$ cat src/rtl/alu_op_issue.sv
// alu_op_issue: ID/EX pipeline register for the ALU interface.
// Decodes ID-stage fields into an ALU control code and operands, then holds
// them in a main register (drives ex_*) backed by a one-entry skid register
// so that id_ready can come straight from a flop.
// Optional feature macro: ALU_ISSUE_FWD_EN (EX/MEM result forwarding at capture).
module alu_op_issue #(
  parameter int unsigned XLEN    = 32,
  parameter int unsigned PC_STEP = 4
) (
  input  logic            clk,
  input  logic            rst_n,
  input  logic            flush,
  input  logic            id_valid,
  output logic            id_ready,
  input  logic [6:0]      id_opcode,
  input  logic [2:0]      id_funct3,
  input  logic            id_funct7_5,
  input  logic [4:0]      id_rs1,
  input  logic [4:0]      id_rs2,
  input  logic [XLEN-1:0] id_rs1_data,
  input  logic [XLEN-1:0] id_rs2_data,
  input  logic [XLEN-1:0] id_imm,
  input  logic [XLEN-1:0] id_pc,
  input  logic            fwd_valid,
  input  logic [4:0]      fwd_rd,
  input  logic [XLEN-1:0] fwd_data,
  output logic            ex_valid,
  input  logic            ex_ready,
  output logic [XLEN-1:0] ex_src_a,
  output logic [XLEN-1:0] ex_src_b,
  output logic [3:0]      ex_alu_control,
  output logic [XLEN-1:0] ex_rs2_data,
  output logic [2:0]      ex_funct3,
  output logic            ex_illegal
);

  localparam int unsigned CTRL_W = 4;

  localparam logic [CTRL_W-1:0] ALU_ADD  = 4'b0000;
  localparam logic [CTRL_W-1:0] ALU_SUB  = 4'b0010;
  localparam logic [CTRL_W-1:0] ALU_SLL  = 4'b0100;
  localparam logic [CTRL_W-1:0] ALU_SLT  = 4'b0110;
  localparam logic [CTRL_W-1:0] ALU_SRL  = 4'b1000;
  localparam logic [CTRL_W-1:0] ALU_XOR  = 4'b1010;
  localparam logic [CTRL_W-1:0] ALU_OR   = 4'b1100;
  localparam logic [CTRL_W-1:0] ALU_AND  = 4'b1110;
  localparam logic [CTRL_W-1:0] ALU_SRA  = 4'b1111;
  localparam logic [CTRL_W-1:0] ALU_SLTU = 4'b1011;

  localparam logic [6:0] OPC_OP     = 7'b0110011;
  localparam logic [6:0] OPC_OP_IMM = 7'b0010011;
  localparam logic [6:0] OPC_LOAD   = 7'b0000011;
  localparam logic [6:0] OPC_STORE  = 7'b0100011;
  localparam logic [6:0] OPC_BRANCH = 7'b1100011;
  localparam logic [6:0] OPC_LUI    = 7'b0110111;
  localparam logic [6:0] OPC_AUIPC  = 7'b0010111;
  localparam logic [6:0] OPC_JAL    = 7'b1101111;
  localparam logic [6:0] OPC_JALR   = 7'b1100111;

  typedef struct packed {
    logic [XLEN-1:0]   src_a;
    logic [XLEN-1:0]   src_b;
    logic [XLEN-1:0]   rs2_data;
    logic [CTRL_W-1:0] alu_control;
    logic [2:0]        funct3;
    logic              illegal;
  } op_t;

  // Arithmetic code shared by OP and OP-IMM; SUB only exists for register form.
  function automatic logic [CTRL_W-1:0] arith_code(input logic [2:0] f3,
                                                   input logic       alt,
                                                   input logic       is_reg);
    logic [CTRL_W-1:0] code;
    code = ALU_ADD;
    case (f3)
      3'b000: code = (alt && is_reg) ? ALU_SUB : ALU_ADD;
      3'b001: code = ALU_SLL;
      3'b010: code = ALU_SLT;
      3'b011: code = ALU_SLTU;
      3'b100: code = ALU_XOR;
      3'b101: code = alt ? ALU_SRA : ALU_SRL;
      3'b110: code = ALU_OR;
      default: code = ALU_AND;
    endcase
    return code;
  endfunction

  logic [XLEN-1:0] rs1_val;
  logic [XLEN-1:0] rs2_val;
  op_t             dec;

  op_t  main_q, main_d;
  op_t  skid_q, skid_d;
  logic ex_valid_q, ex_valid_d;
  logic skid_valid_q, skid_valid_d;
  logic id_ready_q, id_ready_d;
  logic accept, drain;

`ifdef ALU_ISSUE_FWD_EN
  // Replace register-file reads with the in-flight EX/MEM result when it matches.
  always_comb begin
    rs1_val = id_rs1_data;
    rs2_val = id_rs2_data;
    if (fwd_valid && (fwd_rd != 5'd0) && (fwd_rd == id_rs1)) rs1_val = fwd_data;
    if (fwd_valid && (fwd_rd != 5'd0) && (fwd_rd == id_rs2)) rs2_val = fwd_data;
  end
`else
  // Operands come straight from the register file; forwarding inputs are unused.
  always_comb begin
    rs1_val = id_rs1_data;
    rs2_val = id_rs2_data;
  end

  logic unused_fwd;
  assign unused_fwd = ^{fwd_valid, fwd_rd, fwd_data, id_rs1, id_rs2};
`endif

  // Decode ID fields into the op payload captured by the pipeline register.
  always_comb begin
    dec             = '0;
    dec.funct3      = id_funct3;
    dec.rs2_data    = rs2_val;
    dec.alu_control = ALU_ADD;
    case (id_opcode)
      OPC_OP: begin
        dec.alu_control = arith_code(id_funct3, id_funct7_5, 1'b1);
        dec.src_a       = rs1_val;
        dec.src_b       = rs2_val;
      end
      OPC_OP_IMM: begin
        dec.alu_control = arith_code(id_funct3, id_funct7_5, 1'b0);
        dec.src_a       = rs1_val;
        dec.src_b       = id_imm;
      end
      OPC_LOAD, OPC_STORE: begin
        dec.src_a = rs1_val;
        dec.src_b = id_imm;
      end
      OPC_BRANCH: begin
        case (id_funct3[2:1])
          2'b10:   dec.alu_control = ALU_SLT;
          2'b11:   dec.alu_control = ALU_SLTU;
          default: dec.alu_control = ALU_SUB;
        endcase
        dec.src_a = rs1_val;
        dec.src_b = rs2_val;
      end
      OPC_LUI: begin
        dec.src_b = id_imm;
      end
      OPC_AUIPC: begin
        dec.src_a = id_pc;
        dec.src_b = id_imm;
      end
      OPC_JAL, OPC_JALR: begin
        dec.src_a = id_pc;
        dec.src_b = XLEN'(PC_STEP);
      end
      default: begin
        dec.illegal = 1'b1;
      end
    endcase
  end

  assign accept = id_valid && id_ready_q;
  assign drain  = ex_valid_q && ex_ready;

  // Main/skid next state: main refills from skid first to keep FIFO order.
  always_comb begin
    main_d       = main_q;
    skid_d       = skid_q;
    ex_valid_d   = ex_valid_q;
    skid_valid_d = skid_valid_q;
    if (flush) begin
      ex_valid_d   = 1'b0;
      skid_valid_d = 1'b0;
    end else if (!ex_valid_q || drain) begin
      if (skid_valid_q) begin
        main_d       = skid_q;
        ex_valid_d   = 1'b1;
        skid_valid_d = 1'b0;
      end else if (accept) begin
        main_d     = dec;
        ex_valid_d = 1'b1;
      end else begin
        ex_valid_d = 1'b0;
      end
    end else if (accept) begin
      skid_d       = dec;
      skid_valid_d = 1'b1;
    end
    id_ready_d = !skid_valid_d;
  end

  // State registers; reset discards any held ops.
  always_ff @(posedge clk or negedge rst_n) begin
    if (!rst_n) begin
      main_q       <= '0;
      skid_q       <= '0;
      ex_valid_q   <= 1'b0;
      skid_valid_q <= 1'b0;
      id_ready_q   <= 1'b1;
    end else begin
      main_q       <= main_d;
      skid_q       <= skid_d;
      ex_valid_q   <= ex_valid_d;
      skid_valid_q <= skid_valid_d;
      id_ready_q   <= id_ready_d;
    end
  end

  assign id_ready       = id_ready_q;
  assign ex_valid       = ex_valid_q;
  assign ex_src_a       = main_q.src_a;
  assign ex_src_b       = main_q.src_b;
  assign ex_alu_control = main_q.alu_control;
  assign ex_rs2_data    = main_q.rs2_data;
  assign ex_funct3      = main_q.funct3;
  assign ex_illegal     = main_q.illegal;

endmodule

$ cat config.mk
export PLATFORM = sky130hd
export DESIGN_NAME = alu_op_issue
export DESIGN_NICKNAME = d
export VERILOG_FILES = /design/src/rtl/alu_op_issue.sv
export SDC_FILE = /design/constraint.sdc
export NUM_CORES = 1
export LEC_CHECK = 0
export ABC_AREA = 1
export ABC_CLOCK_PERIOD_IN_PS = 1900
export CAP_MARGIN = 40
export CORE_MARGIN = 8
export CORE_UTILIZATION = 48
export CTS_CLUSTER_DIAMETER = 50
export DETAILED_ROUTE_END_ITERATION = 7
export GPL_TIMING_DRIVEN = 1
export PLACE_DENSITY = 0.87
export SLEW_MARGIN = 20
export SYNTH_ARGS = -nofsm -noshare
export SYNTH_HDL_FRONTEND = slang
export SYNTH_SLANG_ARGS = --single-unit
$ cat constraint.sdc
create_clock -name clk -period 1.9 [get_ports clk]
set_clock_uncertainty 0.2 [all_clocks]
set_input_delay 0.38 -clock clk [delete_from_list [all_inputs] [get_ports clk]]
set_output_delay 0.38 -clock clk [all_outputs]
set_load 0.05 [all_outputs]
# Word level (Yosys, flattened, before mapping)

Index checks and enable logic that the tools add are counted.

Eq/ne operators: 17
Bitwise gates (word level): 2
Multiplexer cells: 18
Reductions and logical operators: 16

Operator list:

| kind                                                                  | number |
|---|---|
| 104-bit 2-to-1 mux                                                    | 2 |
| 32-bit case mux with 3 select lines                                   | 1 |
| 32-bit case mux with 2 select lines                                   | 1 |
| 4-bit case mux with 7 select lines                                    | 2 |
| 7-bit by 6-bit equality test with 1-bit output, second input constant | 3 |
| 7-bit equality test, second input constant                            | 3 |
| 7-bit by 5-bit equality test with 1-bit output, second input constant | 2 |
| 4-bit case mux with 3 select lines                                    | 1 |
| 5-bit OR reduction                                                    | 2 |
| 3-bit equality test, second input constant                            | 3 |
| 9-bit OR reduction                                                    | 1 |
| 1-bit 2-to-1 mux                                                      | 8 |
| 4-bit case mux with 2 select lines                                    | 1 |
| 7-bit by 2-bit equality test with 1-bit output, second input constant | 1 |
| 3-bit by 2-bit equality test with 1-bit output, second input constant | 2 |
| 3-bit AND reduction                                                   | 2 |
| 2-bit equality test, second input constant                            | 2 |
| 2-bit nonzero test                                                    | 2 |
| 2-bit OR reduction                                                    | 2 |
| 3-bit by 1-bit equality test with 1-bit output, second input constant | 1 |
| 3-bit logical NOT                                                     | 1 |
| 3-bit 2-to-1 mux                                                      | 1 |
| 3-bit OR reduction                                                    | 1 |
| 1-bit logical AND                                                     | 2 |
| 4 further kinds                                                       | 6 |

Input port bits: 192
Logic and storage cells: 68
Output and inout port bits: 106
Bits in registers: 211

# Logic depth before layout (Yosys ltp)

Gate-level depths: netlist (run 1).

Depth after elaboration: 5
Depth in mapped cells: 10

# Worst setup path before layout (run 1)

No wires, ideal clock.

Kind: register to register
From: register ex_valid_q (netlist: ex_valid)
To: register skid_q[83] (netlist name)
Data required time: 1574 ps
Path buffers: 3
Arrival: 1536 ps
Stages on the path, launching flop included: 9
Slack: 38 ps
Cells stage by stage: dfrtp_1 > nand2_1 > nor2_2 > inv_1 > nor2_2 > buf_4 > buf_6 > buf_6 > a31oi_1

Cells in the longest elaborated chain, start to end: 4

RTL lines:

| element                                                | line     | source |
|---|---|---|
| from (decl)                                            | 94       | `logic ex_valid_q, ex_valid_d;` |
| from (signal assigned)                                 | 206      | `ex_valid_q <= ex_valid_d;` |
| 1-bit logical NOT or 1-bit logical AND (tied branches) | 177, 166 |  |
| 1-bit logical OR (*)                                   | 177      | `end else if (!ex_valid_q \|\| drain) begin` |
| 1-bit inverter (no line) (*)                           | --       |  |
| 3-bit AND reduction (no line) (*)                      | --       |  |
| to (signal assigned)                                   | 205      | `skid_q <= skid_d;` |
| to (decl)                                              | 93       | `op_t skid_q, skid_d;` |

Mark *: on every way between the ends. The rest lies on a longest branch, timed or not.
A chain may end at the register's enable or synchronous reset.

# Worst setup path in the final report (run 1)

From: register id_ready_q (netlist: id_ready)
To: register skid_q[87] (netlist name)

Cells in the longest elaborated chain, start to end: 2

RTL lines:

| element                       | line | source |
|---|---|---|
| from (decl)                   | 96   | `logic id_ready_q, id_ready_d;` |
| from (signal assigned)        | 208  | `id_ready_q <= id_ready_d;` |
| 1-bit logical AND             | 165  | `assign accept = id_valid && id_ready_q;` |
| 3-bit AND reduction (no line) | --   |  |

Every way passes these cells.

==> results by stage, run 1 <==
Routing:
- The pre-antenna-repair detailed-routing pass consisted of 5 iterations.
- In the routed design, unresolved DRC markers number 0.
- After detailed routing, the average wire length per cell comes to 15.89 um.
- The remaining number of nets flagged by the antenna check after routing is 0.
- For this block, the via count after detailed routing is 9,689.
- The number of vias per cell is 5.257.
- The number of DRC markers in iteration 0 is 675.
- For this block, the routed nets add up to 29.28 mm of wire.

Clock network:
- The buffer levels on the longest clock path is 3.
- Clock tree synthesis inserted a total of 26 buffers.
- At the later pin of the worst-skew pair, clock insertion delay measures 0.53 ns.
- CTS built an H-tree with a depth of 1.
- Clock tree synthesis selected as its root buffer the cell clkbuf_16.
- TritonCTS built the clock tree.
- Clock-pin slew was measured on the worst setup and hold paths at 0.06 ns.
- The tree built by TritonCTS fans out to 211 sinks.

Worst setup path:
- The data arrival time of the critical path is 2.09 ns.
- The cell with the biggest individual delay on the critical path is dfstp_2.
- The number of buffers and inverters on the critical path is 2.
- The data required time at the worst endpoint is 2.12 ns.
- The worst setup path is launched from a flop.
- The classification of the worst setup path is reg -> reg.
- In this design, the stage delay of the slowest critical-path cell is 0.56 ns.
- Counting cells, the worst reg-to-reg path comes to 6.
- The endpoint identified for the worst register-to-register timing path is skid_q[87]$_DFFE_PN0P_.
- In this design, the largest share of critical-path delay is due to flip-flops.
- The source of the worst register-to-register timing path is id_ready$_DFF_PN1_.
- The critical path goes through nand2_1, buf_4, nor2_4, buf_12, nor2_1, a31oi_1.
- STA classifies the critical path endpoint as a flop.
- Setup slack on the worst reg-to-reg path comes out at 0.04 ns.
- Of all nets on the critical path, the largest fanout is 68.
- The most critical setup path has its startpoint at id_ready$_DFF_PN1_.

Timing:
- The maximum clock rate is 536.8 MHz.
- Setup repair after global routing could not meet its margin everywhere.
- The share of the clock period used by the worst path after layout is 98.05%.
- The number of hold violations in the final report was 0.
- The normalized max-slew margin is 67.78%.
- The actual transition at the worst max-transition pin is 0.4833 ns.
- The number of failing setup endpoints in the final timing report is 0.
- In the final timing run, aggregate negative setup slack is 0 ns.
- The shortest period the worst path allows is 1.863 ns.
- The max-slew violation total from the final report is 0.

Yosys:
- The synthesized design contains 211 register bits.
- Counting flops with a built-in enable in the synthesized netlist gives 0.
- The number of standard cells after synthesis is 1,294.
- In the synthesized netlist the async set-or-reset flop fraction comes to 100.0%.
- The number of synthesis warnings is 0.
- The average cell area after synthesis is 7.773 sq um.
- The synthesized netlist contains 27 unique library cells.
- The cell area that synthesis handed to floorplanning was 10,060 sq um.
- The share of the Yosys chip area taken by registers is 52.51%.
- The top flip-flop cell by instance count after synthesis is dfrtp_1.
- Synthesis produced a netlist with a net count of 1,486.

Die:
- The height of the die is 160.8 um.
- The die footprint is 25,840 sq um.
- In this run the horizontal extent of the chip is 160.8 um.
- The initial utilization of the core area, before any placement, comes to 48.31%.
- Row generation in the floorplan step produced 53 rows.
- The area inside the core boundary is 20,820 sq um.
- The number of ports placed on the die boundary is 298.

Min path:
- The worst hold-check path type is in -> async.

Global route:
- The first global-routing pass estimated 48.74 mm of wire.
- The maximum number of pins on one net before global-route repair is 69.
- The overall overflow remaining after global route is 0.
- The number of antenna violations at the first check in global routing is 0.
- The via count of the first global-routing pass is 9,817.
- For this run, the total global-route usage over all layers was measured as 22.41%.

Power and ir drop:
- After layout, the design draws a total of 13.86 mW.
- Dividing total power by cell area gives a power density of 990.6 nW/um^2.
- IR analysis of the VDD net gives a maximum drop of 672.5 uV.
- For this design the static power due to leakage is 7.151 nW.

Flow run:
- Max-cap violations in this run came to 0.

Placement:
- At the end of routability-driven placement, the weighted congestion stood at 0.8199.
- The total of buffers placed on input and output ports is 249.
- The total half-perimeter wirelength after legalization and detailed placement is 20.71 mm.

Finish:
- The fraction of layout cells with a size suffix above 1 is 14.54%.
- The area growth from synthesis to layout is 39.06%.
- 0 antenna diodes ended up in the layout.
- The number of nets in the finished design is 1,740.

Outcome:
- The flow ran to the end, and the final reports show no timing, DRC or antenna violations.
==> worst reg2reg max path, delay by kind of cell, from the launching register on <==
| family | cells | cell delay [ns] |
|---|---|---|
| DFF | 1 | 0.56 |
| buffers and inverters | 2 | 0.43 |
| and+or+nand+nor | 3 | 0.41 |
| AOI/OAI and AO/OA | 1 | 0.17 |
==> area by class of cell <==
type / count / area (sq um)
well taps: 275 / 344.1
flip-flops and latches: 211 / 5281
repair buffers: 307 / 3157
fillers: 1621 / 6835
clock inverters: 10 / 108.9
inverters: 93 / 355.3
multi-input cells: 909 / 4005
clock buffers: 38 / 735.7
==> repair_timing <==
| action | CTS | global route |
|---|---|---|
| setup endpoints to repair | 0 | 19 |
| buffers inserted | 0 | 3 |
| endpoints found under the hold margin | 108 | 0 |
| resized for setup | 0 | 3 |
| hold buffers | 1 | 0 |
==> cell families (layout without fill, tap and decap cells) <==
family / after synthesis / count (layout) / synth area share, %
AO/OA/AOI/OAI: 248 / 248 / 13.58
buffers and inverters: 174 / 448 / 7.924
flip-flops: 211 / 211 / 52.51
AND/OR/NAND/NOR: 661 / 661 / 25.99
==> cell usage in the layout, fill, tap and decap left out, types with 2 or more instances in the layout <==
cell / count
clkinv_2: 3
clkbuf_16: 26
dfrtp_1: 210
nand2_2: 2
inv_8: 2
clkinvlp_4: 2
nor2_2: 2
inv_1: 89
a2bb2oi_1: 2
nand3_1: 62
buf_12: 39
o21ai_1: 18
clkbuf_1: 8
nand4_1: 2
o211ai_1: 20
or2_2: 12
a21oi_1: 26
clkdlybuf4s50_1: 142
nor2_1: 124
inv_2: 2
a31oi_1: 47
clkbuf_8: 5
nand2_1: 453
o21ai_0: 132
buf_4: 124
==> worst max-delay path by stage <==
stage / end / cells after the start / slack, ns
after floorplan: skid_q[83]$_DFFE_PN0P_ / 8 / 0.04
after CTS: ex_src_b[17]$_DFFE_PN0P_ / 8 / 0.04
after global routing: ex_src_b[17]$_DFFE_PN0P_ / 8 / -0.03
after global placement: ex_src_a[5]$_DFFE_PN0P_ / 10 / -0.37
final: skid_q[87]$_DFFE_PN0P_ / 6 / 0.04
after detailed placement: skid_q[87]$_DFFE_PN0P_ / 7 / -0.47
==> report_power, final <==
group	internal [mW]	switching [mW]	total, mW	leakage [nW]
logic	1.29	1.95	3.24	4.04
clock network	2.85	1.94	4.79	0.412
registers	5.35	0.473	5.82	2.70
total	9.49	4.36	13.9	7.15
==> metal layers <==
layer  routed length (um)  vias to the layer above  share of wire (%)  track usage (%)
met5                    0                        -                  0                0
met4                  695                        0                2.4            6.481
met3                 2410                       53                8.2            5.784
met2                14140                      409                 48            37.86
met1                12030                     4566                 41            27.85
li1                     -                     4661                  -                -
==> cells in the mapped netlist, types with 2 or more instances <==
library cell | count | share of area (%)
nand2_1 | 454 | 17
nor2_1 | 125 | 4.7
buf_2 | 37 | 1.8
dfrtp_1 | 210 | 52
nand3_1 | 62 | 3.1
a31oi_1 | 47 | 2.9
o21ai_0 | 132 | 6.6
buf_4 | 12 | 0.90
inv_1 | 90 | 3.4
o21ai_1 | 18 | 0.90
a21oi_1 | 26 | 1.3
o211ai_1 | 20 | 1.5
or2_2 | 12 | 0.75
nor2_2 | 2 | 0.12
a2bb2oi_1 | 2 | 0.17
inv_2 | 3 | 0.11
nand4_1 | 2 | 0.12
clkbuf_1 | 25 | 0.93
buf_6 | 7 | 0.78
==> state kept, by name, summed over array words and instances, names as in the netlist <==
name / cells
ex_rs2_data: 32
ex_alu_control: 4
skid_valid_q: 1
ex_src_a: 32
ex_src_b: 32
ex_illegal: 1
ex_valid: 1
id_ready: 1
ex_funct3: 3
skid_q: 104
==> stage by stage <==
step | worst slack [ns] | hold slack (ns) | area [sq um] | std cells | utilization, %
after CTS | 0.03987 | 0.1863 | 13960 | 1840 | 67.02
after detailed placement | -0.4674 | 0.1746 | 13100 | 1791 | 62.92
after floorplan | 0.03815 | -0.1156 | 10060 | 1294 | -
after global placement | -0.3749 | 0.1709 | 13100 | 1791 | 62.92
final | 0.03702 | 0.1899 | 13990 | 1843 | 67.17
after global routing | -0.03182 | 0.2123 | 13990 | 1843 | 67.17
No activity file was read; power rests on OpenSTA's default activity.
==> run 2, diff against run 1 <==
--- a/config.mk
+++ b/config.mk
@@ -12,7 +12,6 @@
 export CORE_UTILIZATION = 48
 export CTS_CLUSTER_DIAMETER = 50
 export DETAILED_ROUTE_END_ITERATION = 7
-export GPL_TIMING_DRIVEN = 1
 export PLACE_DENSITY = 0.87
 export SLEW_MARGIN = 20
 export SYNTH_ARGS = -nofsm -noshare
==> results of run 2 <==
Final layout, timing and power as in run 1 (identical DEF).
==> run 3, diff against run 2 <==
--- a/config.mk
+++ b/config.mk
@@ -5,11 +5,10 @@
 export SDC_FILE = /design/constraint.sdc
 export NUM_CORES = 1
 export LEC_CHECK = 0
-export ABC_AREA = 1
 export ABC_CLOCK_PERIOD_IN_PS = 1900
 export CAP_MARGIN = 40
 export CORE_MARGIN = 8
-export CORE_UTILIZATION = 48
+export CORE_UTILIZATION = 47
 export CTS_CLUSTER_DIAMETER = 50
 export DETAILED_ROUTE_END_ITERATION = 7
 export PLACE_DENSITY = 0.87
==> results by stage, run 3 <==
Global route:
- The overall overflow remaining after global route was 0 (unchanged).
- The via count of the first global-routing pass is 8,933 (-9.0%).
- The maximum number of pins on one net before global-route repair is 63 (-8.7%).
- The total track usage was 22.73% (+0.32 points).
- The first-pass GRT wire length is 48.00 mm (-1.5%).
- The number of antenna violations at the first check in global routing is 1 (+1).

Worst setup path:
- The maximum cell stage delay along the critical path is 0.59 ns (+0.03 ns).
- The peak fanout along the critical path is 59 (-13%).
- The critical path startpoint is id_ready$_DFF_PN1_.
- The worst flop-to-flop path endpoint is ex_illegal$_DFFE_PN0P_.
- The buffering stage count on the worst path with inverters included was 1 (-1).
- The number of cell instances on the worst register-to-register path is 5 (-1).
- Counting stages on the worst path, the most repeated cell is a21oi_1.
- The classification of the worst setup path is reg -> reg.
- The data arrival time of the critical path is 2.11 ns (+0.02 ns).
- STA classifies the critical path endpoint as a flop.
- The cell class contributing the biggest share of worst-path delay is flip-flops.
- Among all stages on the critical path, the largest delay is contributed by dfstp_2.
- The data required time at the worst endpoint was 2.11 ns (about the same).
- The critical path ends at ex_illegal$_DFFE_PN0P_.
- The source of the worst register-to-register timing path is id_ready$_DFF_PN1_.
- The minimum setup slack among reg-to-reg paths was 0.003 ns (-0.03 ns).
- The total number of cells along the worst setup path is 5 (-1).
- The startpoint type of the worst setup path is a flop.
- The critical path goes through a21oi_4, or3_4, buf_12, a21oi_1, a21oi_1.

Finish:
- The library cells used most frequently in the layout, excluding fill and tap cells, are dfrtp_1 (208), buf_4 (159), clkdlybuf4s50_1 (140).
- The flip-flop count of the largest register, all copies and words added is 104 (unchanged).
- The final cell count without fillers came to 1,483 (-20%).
- The post-route standard cell area excluding fillers was 14,130 sq um (+1.1%).
- The fraction of layout cells with a size suffix above 1 is 30.01% (+15 points).
- The number of nets in the finished design was 1,383 (-21%).
- The number of diodes is 0 (unchanged).
- The most common cell after layout, fill and taps aside is dfrtp_1.
- The register with the most flip-flops is skid_q.
- The area growth from synthesis to layout is 47.13%.

Placement:
- The placer congestion estimate is 0.8164 (-0.43%).
- The placed instance area came to 12,790 sq um (-2.4%).
- The cell total after placement is 1,416 (-21%).
- The total half-perimeter wirelength after legalization and detailed placement is 20.27 mm (-2.1%).
- The total of buffers placed on input and output ports is 249 (unchanged).

Clock network:
- The total number of clock tree sinks is 211 (unchanged).
- The maximum level of the CTS H-tree is 1 (unchanged).
- TritonCTS built the clock tree.
- The buffer levels on the longest clock path is 3 (unchanged).
- The tree is rooted in a clkbuf_16.
- The latest clock arrival within the worst-skew pair is 0.52 ns (about the same).
- The number of buffers created by CTS came to 28 (+7.7%).
- The clock transition at the registers of the reported paths is 0.06 ns (about the same).

Routing:
- The via count is 8,460 (-13%).
- The routed wire length is 31.35 mm (+7.1%).
- The remaining number of nets flagged by the antenna check after routing is 0 (unchanged).
- The number of remaining DRC errors was 0 (unchanged).
- The number of iterations in the first detailed-routing pass was 5 (unchanged).
- The per-cell routed wire length is 21.14 um (+33%).
- The number of vias per cell is 5.705 (+8.5%).
- The number of DRC markers in iteration 0 is 580 (-14%).

Die:
- The area inside the core boundary is 20,170 sq um (-3.1%).
- The initial core utilization came to 47.63% (-0.68 points).
- The floorplan row count is 52 (-1.9%).
- The height of the die is 159.0 um (-1.1%).
- The width of the die is 159.0 um (-1.1%).
- The die footprint is 25,270 sq um (-2.2%).
- The number of ports placed on the die boundary is 298 (unchanged).

Yosys:
- The cell accounting for the most synthesized area is dfrtp_1.
- The share of the synthesized area in the top cell type is 54.70% (+2.5 points).
- The share of async-settable or async-resettable flops after synthesis is 100.0% (unchanged).
- The area of the mapped netlist came to 9607 sq um (-4.5%).
- The count of flip-flops with a built-in enable after synthesis was 0 (unchanged).
- The unique cell type count in the Yosys netlist is 45 (+67%).
- In the synthesized netlist the dominant register cell turns out to be dfrtp_1.
- The sequential element share of the synthesized area is 54.98% (+2.5 points).
- The number of synthesis warnings is 0 (unchanged).
- The number of nets in the synthesized netlist came to 1,079 (-27%).
- By area the synthesized netlist is led by dfrtp_1 (55%), mux2_2 (4.2%), nand2_1 (4.2%).
- dfrtp_1 is the most common cell in the netlist.
- The commonest cells after synthesis are dfrtp_1 (210), nand2_1 (107), a21oi_1 (73), nor2_1 (73), nand3_1 (66).
- The average cell area after synthesis is 10.83 sq um (+39%).
- The number of standard cells after synthesis is 887 (-31%).
- The post-synthesis sequential element count came to 211 (unchanged).

Timing:
- The share of the clock period used by the worst path after layout was 99.84% (+1.8 points).
- The number of hold violations in the final report is 0 (unchanged).
- The actual transition at the worst max-transition pin is 0.4862 ns (+0.002959 ns).
- The smallest hold slack is 0.2033 ns (+0.01340 ns).
- The normalized max-slew margin is 67.59% (-0.20 points).
- The number of failing setup endpoints in the final timing report is 0 (unchanged).
- The shortest period the worst path allows was 1.897 ns (+0.03398 ns).
- The max-slew violation total from the final report is 0 (unchanged).
- Setup repair after global routing could not meet its margin everywhere.
- The maximum clock rate is 527.2 MHz (-1.8%).

Power and ir drop:
- The cell leakage power is 6.108 nW (-15%).
- The maximum ir drop on the vdd rail is 703.3 uV (+4.6%).
- The power density relative to cell area is 1006 nW/um^2 (+1.6%).

Flow run:
- The number of max-cap violations is 0 (unchanged).

Min path:
- The worst hold-check path type is in -> async.

Outcome:
- The run finished with clean final reports.
run 3: what timing repair did:
action                     in CTS  in global routing
buffers inserted                0                  4
hold buffers                    1                  0
pin swaps                       1                 10
cloned                          0                 10
resized for setup               5                 17
hold endpoints to repair      137                  0
setup endpoints to repair      43                117
run 3: kinds of logic after synthesis:
group | after synthesis | share of synthesized area, %
AOI/OAI and AO/OA | 253 | 19.84
xor gates and xnor gates | 1 | 0.09119
buffers and inverters | 79 | 4.585
DFF | 211 | 54.98
muxes | 73 | 8.075
and+or+nand+nor | 270 | 12.44
run 3: worst min-delay path by stage:
stage	start	end
5_1_grt	rst_n	ex_src_a[30]$_DFFE_PN0P_
3_3_place_gp	rst_n	skid_q[102]$_DFFE_PN0P_
4_1_cts	rst_n	skid_q[78]$_DFFE_PN0P_
6_report	rst_n	skid_q[102]$_DFFE_PN0P_
2_1_floorplan	rst_n	ex_alu_control[0]$_DFFE_PN0P_
3_5_place_dp	rst_n	skid_q[78]$_DFFE_PN0P_
run 3: area by class of cell:
cell class	instances	area, sq um
Clock inverter	15	181.4
Clock buffer	37	805.8
Tap cell	270	337.8
Sequential cell	211	5286
Timing Repair Buffer	350	3550
Inverter	3	11.26
Fill cell	1382	6035
Multi-Input combinational cell	597	3963
run 3: stage by stage:
step | util, % | setup WS, ns | total power [mW] | TNS [ns]
floorplan | - | -0.09690 | 7.447 | -4.647
global placement | 63.42 | -0.5144 | 8.629 | -81.45
detailed placement | 63.42 | -0.6156 | 8.768 | -92.33
CTS | 68.40 | 0.001013 | 14.25 | 0
global route | 70.08 | -0.06388 | 14.80 | -1.170
finish | 70.08 | 0.003034 | 14.22 | 0
run 3: worst register-to-register path, delay by kind of cell, from the launching register on:
family / cells / cell delay [ns]
AOI/OAI and AO/OA: 3 / 0.41
buffers and inverters: 1 / 0.19
DFF: 1 / 0.59
and+or+nand+nor: 1 / 0.38
run 3: report_power, final:
part | internal, mW | switching (mW) | total, mW | leakage, nW
clock | 3.41 | 2.01 | 5.42 | 0.475
combinational | 1.27 | 1.77 | 3.04 | 2.97
sequential | 5.29 | 0.470 | 5.76 | 2.67
run 3: layer usage:
layer	share of wire [%]	wire length (um)	global-route usage [%]
met1	41	12970	28.72
met2	49	15330	38.62
met3	7.9	2477	5.481
met4	1.8	554	5.617
met5	0.041	13	0
